$ cat src/rtl/draw_bounce_multi.sv
// Multi-box bouncing renderer for the VGA pixel path.
// Boxes move once per frame, bounce off the field edges, and the block emits a registered pixel colour.
module draw_bounce_multi #(
  parameter int NUM_BOX      = 2,
  parameter int BOX_W        = 36,
  parameter int BOX_H        = 36,
  parameter int PORCH_LEFT   = 144,
  parameter int PORCH_RIGHT  = 784,
  parameter int PORCH_TOP    = 36,
  parameter int PORCH_BOTTOM = 500,
  parameter int STEP         = 1,
  parameter logic [8*NUM_BOX-1:0] BOX_COLORS = 16'h1CA5,
  parameter logic [7:0] FIELD_COLOR = 8'hCE
) (
  input  logic        clk_25,
  input  logic        rst,
  input  logic [9:0]  h_count,
  input  logic [9:0]  v_count,
  input  logic        run,
  output logic [7:0]  rgb,
  output logic        frame_tick,
  output logic [15:0] bounce_cnt
);

  localparam logic [10:0] X_LO = 11'(PORCH_LEFT);
  localparam logic [10:0] X_HI = 11'(PORCH_RIGHT - 1 - BOX_W);
  localparam logic [10:0] Y_LO = 11'(PORCH_TOP);
  localparam logic [10:0] Y_HI = 11'(PORCH_BOTTOM - 1 - BOX_H);

  typedef struct packed {
    logic [9:0] pos;
    logic       dir;
    logic       flip;
  } axis_t;

  function automatic logic [9:0] init_x(input int i);
    return 10'(PORCH_LEFT + 2 + i * (BOX_W + 4));
  endfunction

  function automatic logic [9:0] init_y(input int i);
    return 10'(PORCH_TOP + 2 + i * (BOX_H + 4));
  endfunction

  function automatic bit cfg_ok();
    bit ok;
    ok = (NUM_BOX >= 1) && (NUM_BOX <= 4);
    for (int i = 0; i < NUM_BOX; i++) begin
      if ((PORCH_LEFT + 2 + i * (BOX_W + 4) > PORCH_RIGHT - 1 - BOX_W) ||
          (PORCH_TOP + 2 + i * (BOX_H + 4) > PORCH_BOTTOM - 1 - BOX_H)) begin
        ok = 1'b0;
      end else begin
        ok = ok;
      end
    end
    return ok;
  endfunction

  localparam bit CFG_OK = cfg_ok();

  if (!CFG_OK) begin : g_bad_cfg
    $error("draw_bounce_multi: box count or initial positions outside motion limits");
  end

  // One axis of motion: clamp to the limit and reverse when the step would reach or pass it.
  function automatic axis_t axis_next(input logic [9:0] pos, input logic dir,
                                      input logic [10:0] step, input logic [10:0] lo,
                                      input logic [10:0] hi);
    axis_t       r;
    logic [10:0] p;
    logic [10:0] sum;
    logic [10:0] diff;
    p    = {1'b0, pos};
    sum  = p + step;
    diff = p - step;
    r.pos  = pos;
    r.dir  = dir;
    r.flip = 1'b0;
    if (!dir) begin
      if (sum >= hi) begin
        r.pos  = hi[9:0];
        r.dir  = 1'b1;
        r.flip = 1'b1;
      end else begin
        r.pos = sum[9:0];
      end
    end else begin
      if (p <= lo + step) begin
        r.pos  = lo[9:0];
        r.dir  = 1'b0;
        r.flip = 1'b1;
      end else begin
        r.pos = diff[9:0];
      end
    end
    return r;
  endfunction

  logic [9:0]  box_x [NUM_BOX];
  logic [9:0]  box_y [NUM_BOX];
  logic [NUM_BOX-1:0] dir_x;
  logic [NUM_BOX-1:0] dir_y;
  logic        match_r;
  logic        match;
  logic        trigger;
  axis_t       nx_x [NUM_BOX];
  axis_t       nx_y [NUM_BOX];
  logic [3:0]  flips;
  logic [16:0] bounce_sum;
  logic [15:0] bounce_nxt;
  logic [7:0]  pix;
  logic [10:0] hx;
  logic [10:0] vy;

  assign match   = (h_count == 10'd1) && (v_count == 10'd1);
  assign trigger = match && !match_r;
  assign hx      = {1'b0, h_count};
  assign vy      = {1'b0, v_count};

  // Next positions/directions for every box and the number of flips this frame.
  always_comb begin
    flips = 4'd0;
    for (int i = 0; i < NUM_BOX; i++) begin
      nx_x[i] = axis_next(box_x[i], dir_x[i], 11'(STEP + i), X_LO, X_HI);
      nx_y[i] = axis_next(box_y[i], dir_y[i], 11'(STEP), Y_LO, Y_HI);
      flips   = flips + {3'd0, nx_x[i].flip} + {3'd0, nx_y[i].flip};
    end
    bounce_sum = {1'b0, bounce_cnt} + {13'd0, flips};
    if (bounce_sum[16]) begin
      bounce_nxt = 16'hFFFF;
    end else begin
      bounce_nxt = bounce_sum[15:0];
    end
  end

  // Pixel colour: field background, then boxes painted highest index first so index 0 wins.
  always_comb begin
    if ((hx >= 11'(PORCH_LEFT)) && (hx < 11'(PORCH_RIGHT)) &&
        (vy >= 11'(PORCH_TOP)) && (vy < 11'(PORCH_BOTTOM))) begin
      pix = FIELD_COLOR;
    end else begin
      pix = 8'h00;
    end
    for (int i = NUM_BOX - 1; i >= 0; i--) begin
      if ((hx >= {1'b0, box_x[i]}) && (hx < {1'b0, box_x[i]} + 11'(BOX_W)) &&
          (vy >= {1'b0, box_y[i]}) && (vy < {1'b0, box_y[i]} + 11'(BOX_H))) begin
        pix = BOX_COLORS[8*i +: 8];
      end else begin
        pix = pix;
      end
    end
  end

  // State, frame edge detection and registered outputs.
  always_ff @(posedge clk_25) begin
    if (rst) begin
      match_r    <= 1'b0;
      frame_tick <= 1'b0;
      rgb        <= 8'h00;
      bounce_cnt <= 16'h0000;
      dir_x      <= '0;
      dir_y      <= '0;
      for (int i = 0; i < NUM_BOX; i++) begin
        box_x[i] <= init_x(i);
        box_y[i] <= init_y(i);
      end
    end else begin
      match_r    <= match;
      frame_tick <= trigger;
      rgb        <= pix;
      if (trigger && run) begin
        bounce_cnt <= bounce_nxt;
        for (int i = 0; i < NUM_BOX; i++) begin
          box_x[i] <= nx_x[i].pos;
          box_y[i] <= nx_y[i].pos;
          dir_x[i] <= nx_x[i].dir;
          dir_y[i] <= nx_y[i].dir;
        end
      end else begin
        bounce_cnt <= bounce_cnt;
      end
    end
  end

endmodule

$ cat config.mk
export PLATFORM = sky130hd
export DESIGN_NAME = draw_bounce_multi
export DESIGN_NICKNAME = d
export VERILOG_FILES = /design/src/rtl/draw_bounce_multi.sv
export SDC_FILE = /design/constraint.sdc
export NUM_CORES = 1
export LEC_CHECK = 0
export BUFFER_PORTS_ARGS = -buffer_cell sky130_fd_sc_hd__buf_4
export CAP_MARGIN = 20
export CORE_UTILIZATION = 58
export CTS_BUF_LIST = sky130_fd_sc_hd__clkbuf_2 sky130_fd_sc_hd__clkbuf_4 sky130_fd_sc_hd__clkbuf_8
export CTS_CLUSTER_DIAMETER = 120
export DETAILED_ROUTE_END_ITERATION = 10
export GPL_ROUTABILITY_DRIVEN = 0
export PLACE_DENSITY = 0.76
export SLEW_MARGIN = 5
export SYNTH_ARGS = -nofsm -noshare
export SYNTH_HDL_FRONTEND = slang
export SYNTH_SLANG_ARGS = --single-unit
$ cat constraint.sdc
create_clock -name clk_25 -period 5.6 [get_ports clk_25]
set_input_delay 0.28 -clock clk_25 [delete_from_list [all_inputs] [get_ports clk_25]]
set_output_delay 0.28 -clock clk_25 [all_outputs]
set_load 0.01 [all_outputs]
## Word level (Yosys, flattened, before mapping)

Memories as Yosys holds them, arrays and structs flattened.
Cells that the tools add are included.

| storage, ports and cells | value |
|---|---|
| latch bits | 0 |
| memories | 2 |
| bits in read-only memories | 0 |
| input port bits | 23 |
| memory bits (writable) | 40 |
| output and inout bits | 25 |
| bits in registers | 30 |

Memories:

| name | depth | width | read ports | clocked after Yosys merged registers in | write ports | RTL line | text |
|---|---|---|---|---|---|---|---|
| box_x | 2 | 10 | 2 | 0 | 2 | 98 | `logic [9:0] box_x [NUM_BOX];` |
| box_y | 2 | 10 | 2 | 0 | 2 | 99 | `logic [9:0] box_y [NUM_BOX];` |

| cells by class | value |
|---|---|
| shift operators | 0 |
| equality and inequality tests | 2 |
| reductions and logical operators | 15 |
| bitwise operators | 4 |
| order comparisons | 20 |
| multiplexer cells | 33 |
| add/subtract/negate cells | 16 |
| $mul | 0 |
| div/mod/pow operators | 0 |

Operator list:

| operator | count |
|---|---|
| $mux 10 | 12 |
| $mux 12 | 4 |
| $add 10x6->11 const B | 4 |
| $lt 10x11->1 | 4 |
| $ge 10x10->1 | 4 |
| $add 10x1->11 const B | 3 |
| $sub 10x1->10 const B | 3 |
| $mux 8 | 3 |
| $ge 11x10->1 const B | 2 |
| $ge 11x9->1 const B | 2 |
| $eq 10x1->1 const B | 2 |
| $le 10x6->1 const B | 2 |
| $le 10x8->1 const B | 2 |
| $add 16x4->17 | 1 |
| $mux 16 | 1 |
| $mux 2 | 8 |
| $logic_and 1x1->1 | 12 |
| $add 10x2->11 const B | 1 |
| $ge 10x6->1 const B | 1 |
| $ge 10x8->1 const B | 1 |
| $lt 10x10->1 const B | 1 |
| $lt 10x9->1 const B | 1 |
| $sub 10x2->10 const B | 1 |
| $mux 1 | 5 |
| other kinds (7) | 10 |

## Depth between registers and ports, before layout

An unclocked memory read counts as a cell.

| depth | value |
|---|---|
| word-level depth | 10 |
| mapped depth | 20 |

## Worst setup path after synthesis

No wires, ideal clock.

| path | value |
|---|---|
| path kind | flip-flop to flip-flop |
| start point | mem box_x[1][1], in the netlist box_x[0][11] |
| end point | reg bounce_cnt[2] |
| stages on the path, launching flop included | 17 |
| period minus slack after synthesis | 3853 ps |
| arrival | 3775 ps |
| slack | 1747 ps |
| cell sequence | edfxtp_1 ha_1 and3_1 nand3_1 nor2_1 mux2_2 and2_1 clkbuf_1 mux2i_1 fa_1 fa_1 inv_1 fa_1 nand3_1 or2_2 and4_1 nor3_1 |

RTL lines:

| element | RTL line | text |
|---|---|---|
| start: declaration | 98 |  |
| end signal: assignment | 171 | `bounce_cnt <= bounce_nxt;` |
| end signal: assignment | 179 | `bounce_cnt <= bounce_cnt;` |
| end: declaration | 22 | `output logic [15:0] bounce_cnt` |

==> metrics.yaml <==
path_class: "reg -> reg"
synthXorXnorAreaFrac: 0.0708
dp.cells: 1024
avgSynthCellArea_um2: 8.46
fill_cells: 1004
viasPerCell: 6.43
min_period_ns: 4.33
whs_ns: 0.307
h-tree-depth: 3
fp.dieH_um: 113
route.detailed.drc: 0
synth_cell_type_count: 81
cp.required_ns: 5.85
muxShareOfSynthArea: 0.0155
multi_input_area_um2: 5010
critPathLaunchType: "flip-flop"
port_buffers: 47
antenna_cells: 0
cts_resized: 0
clk_latency_ns: 0.37
ys_warn_count: 0
clkPwrFrac: 0.401
hold_viol: 0
synth_simple_gate_area_share: 0.206
preCtsSetupSlack_ns: 1.33
rows: 40
synth_compound_area_frac: 0.224
cts_buffers: 9
power_frac_comb: 0.168
num_vias: 6682
post_cts_buffers: 0
tightest_slew_ns: 1.08
powerDensity_nw_per_um2: 165
synthAdderAreaFrac: 0.181
clock.fmax_mhz: 231
num_io_pins: 48
p_leak_nw: 3.18
clockRootBuffer: "clkbuf_8"
worst-path-max-fanout: 10
vdd_ir_drop_max_v: 0.0000971
start_util: 0.595
syn2layout_area_growth_pct: 8.82
first_global_vias: 6513
holdBufCountCts: 0
rrSetupSlack_ns: 1.27
slew_viol_final: 0
layout-drive-gt1-share: 0.108
grt_pass1_wl_um: 31500
grt_usage: 0.306
ant_nets: 0
crit_path_end_kind: "flip-flop"
cts_sinks: 68
status: "complete, no violations"
design.die.area_um2: 12800
netSwitchingFraction: 0.276
wirelength_um: 18700
grt_max_degree: 40
hpwlAfterDp_um: 14300
core_um2: 12100
rsz0062_at_grt: "no"
synth_area_um2: 7180
antenna_found_initial: 0
syn_nets: 973
dr.pass1.iters: 8
final_nets: 992
async_flop_share: 0
fin_cells: 1040
setup_viol: 0
clk_pin_slew_ns: 0.08
internal_power_mw: 0.932
cts_tree: "done"
die_w_um: 113
power.share.sequential: 0.431
cts.path.max_buffers: 2
synth_edf_count: 40
drv_cap: 0
skew_ns: 0.0187
ys_seq_elements: 68
grt.overflow.total: 0
finalCritPeriodShare: 0.773
synth_top_family_by_area: "compound AO/OA/AOI/OAI gates"
setup_tns_ns: 0
syn_inst: 848
register_area_um2: 1760
relSlewSlack: 0.279
worst_slack_ns: 1.27
wire_per_inst_um: 18.0
synth-main-ff-cell: "edfxtp_1"
min_path_type: "in -> reg"
p_switching_mw: 0.356
worstPathArrival_ns: 4.57
yosysSeqAreaShare: 0.245
drtIter0Drc: 523
[critical path: stages, from the launching register on]
cell      delay [ns]
edfxtp_1        0.59
ha_1            0.34
nand2_1         0.16
xnor2_1         0.23
nand3_1         0.13
o221ai_2        0.23
nand2_1         0.20
o21ai_0         0.25
fa_1            0.51
fa_1            0.46
inv_1           0.09
fa_1            0.24
and4_1          0.38
nand3_1         0.14
mux2i_1         0.19
nor2_1          0.06
[Yosys cell counts (13+ instances only)]
cell type | count | area, µm²
nand3_1 | 32 | 160
dfxtp_1 | 28 | 561
and3_1 | 14 | 87.6
nand2b_1 | 22 | 138
edfxtp_1 | 40 | 1200
nand2_1 | 59 | 221
nand4_1 | 13 | 81.3
a21oi_1 | 56 | 280
o21ai_0 | 44 | 220
inv_1 | 51 | 191
a211oi_1 | 18 | 135
nor2_1 | 51 | 191
xnor2_1 | 52 | 455
nor3_1 | 24 | 120
clkbuf_1 | 24 | 90.1
ha_1 | 99 | 1240
[metal layers]
| layer | vias to the layer above | GRT usage | share of wire |
|---|---|---|---|
| met2 | 304 | 0.510 | 0.47 |
| met3 | 46 | 0.0627 | 0.071 |
| met5 | - | 0 | 0 |
| met4 | 0 | 0.112 | 0.022 |
| li1 | 3204 | - | - |
| met1 | 3128 | 0.390 | 0.44 |
[cell families after synthesis]
kind of cell,Yosys count
and+or+nand+nor,281
xor gates and xnor gates,58
muxes,11
buffers and inverters,98
adders and majority gates,102
DFF,68
AOI/OAI and AO/OA,230
[cell usage in the layout (no fill, tap or decap), types with 8 or more instances in the layout]
cell type / count
nand3_1: 32
edfxtp_1: 40
xnor2_1: 52
and3_1: 14
nor4_1: 11
ha_1: 99
or3_1: 10
o21ai_0: 44
clkbuf_8: 9
o31ai_1: 9
mux2i_1: 10
a211oi_1: 18
dfxtp_1: 28
nor2b_1: 8
a31oi_1: 11
a21oi_1: 56
inv_1: 51
nor3_1: 24
buf_4: 50
nor2_1: 51
nand2_1: 59
nand2b_1: 21
nand4_1: 13
[flip-flops by register name, summed over array words and instances, names as in the netlist]
signal,cells
match_r,1
bounce_cnt,16
dir_y,2
box_y,20
dir_x,2
rgb,6
box_x,20
frame_tick,1
[per-stage QoR]
stage / utilization / power [mW] / instance area, µm²
floorplan: - / 0.707 / 7180
global placement: 0.627 / 0.769 / 7570
detailed placement: 0.627 / 0.778 / 7570
CTS: 0.648 / 1.29 / 7810
global route: 0.648 / 1.34 / 7810
finish: 0.648 / 1.29 / 7810
[layout make-up]
type,count,share of cell area
Multi-Input combinational cell,682,0.641
Timing Repair Buffer,50,0.0481
Clock buffer,10,0.0168
Clock inverter,6,0.0144
Tap cell,168,0.0269
Inverter,56,0.0269
Sequential cell,68,0.226
[power groups by stage]
| stage | Combinational, mW | Clock [mW] | Sequential, mW |
|---|---|---|---|
| 2_1_floorplan | 0.152 | 0 | 0.555 |
| 3_3_place_gp | 0.204 | 0 | 0.565 |
| 3_5_place_dp | 0.212 | 0 | 0.566 |
| 4_1_cts | 0.214 | 0.518 | 0.554 |
| 5_1_grt | 0.243 | 0.540 | 0.557 |
| 6_report | 0.217 | 0.517 | 0.555 |
[path summary, 6_finish.rpt]
kind | from | endpoint | depth (start not counted)
max reg2reg | box_y[0][10] | bounce_cnt[14] | 15
min reg2reg | match_r | frame_tick | 1
min | rst | bounce_cnt[12] | 2
max | box_y[0][10] | bounce_cnt[14] | 15
Power figures use the tool's default switching activity.
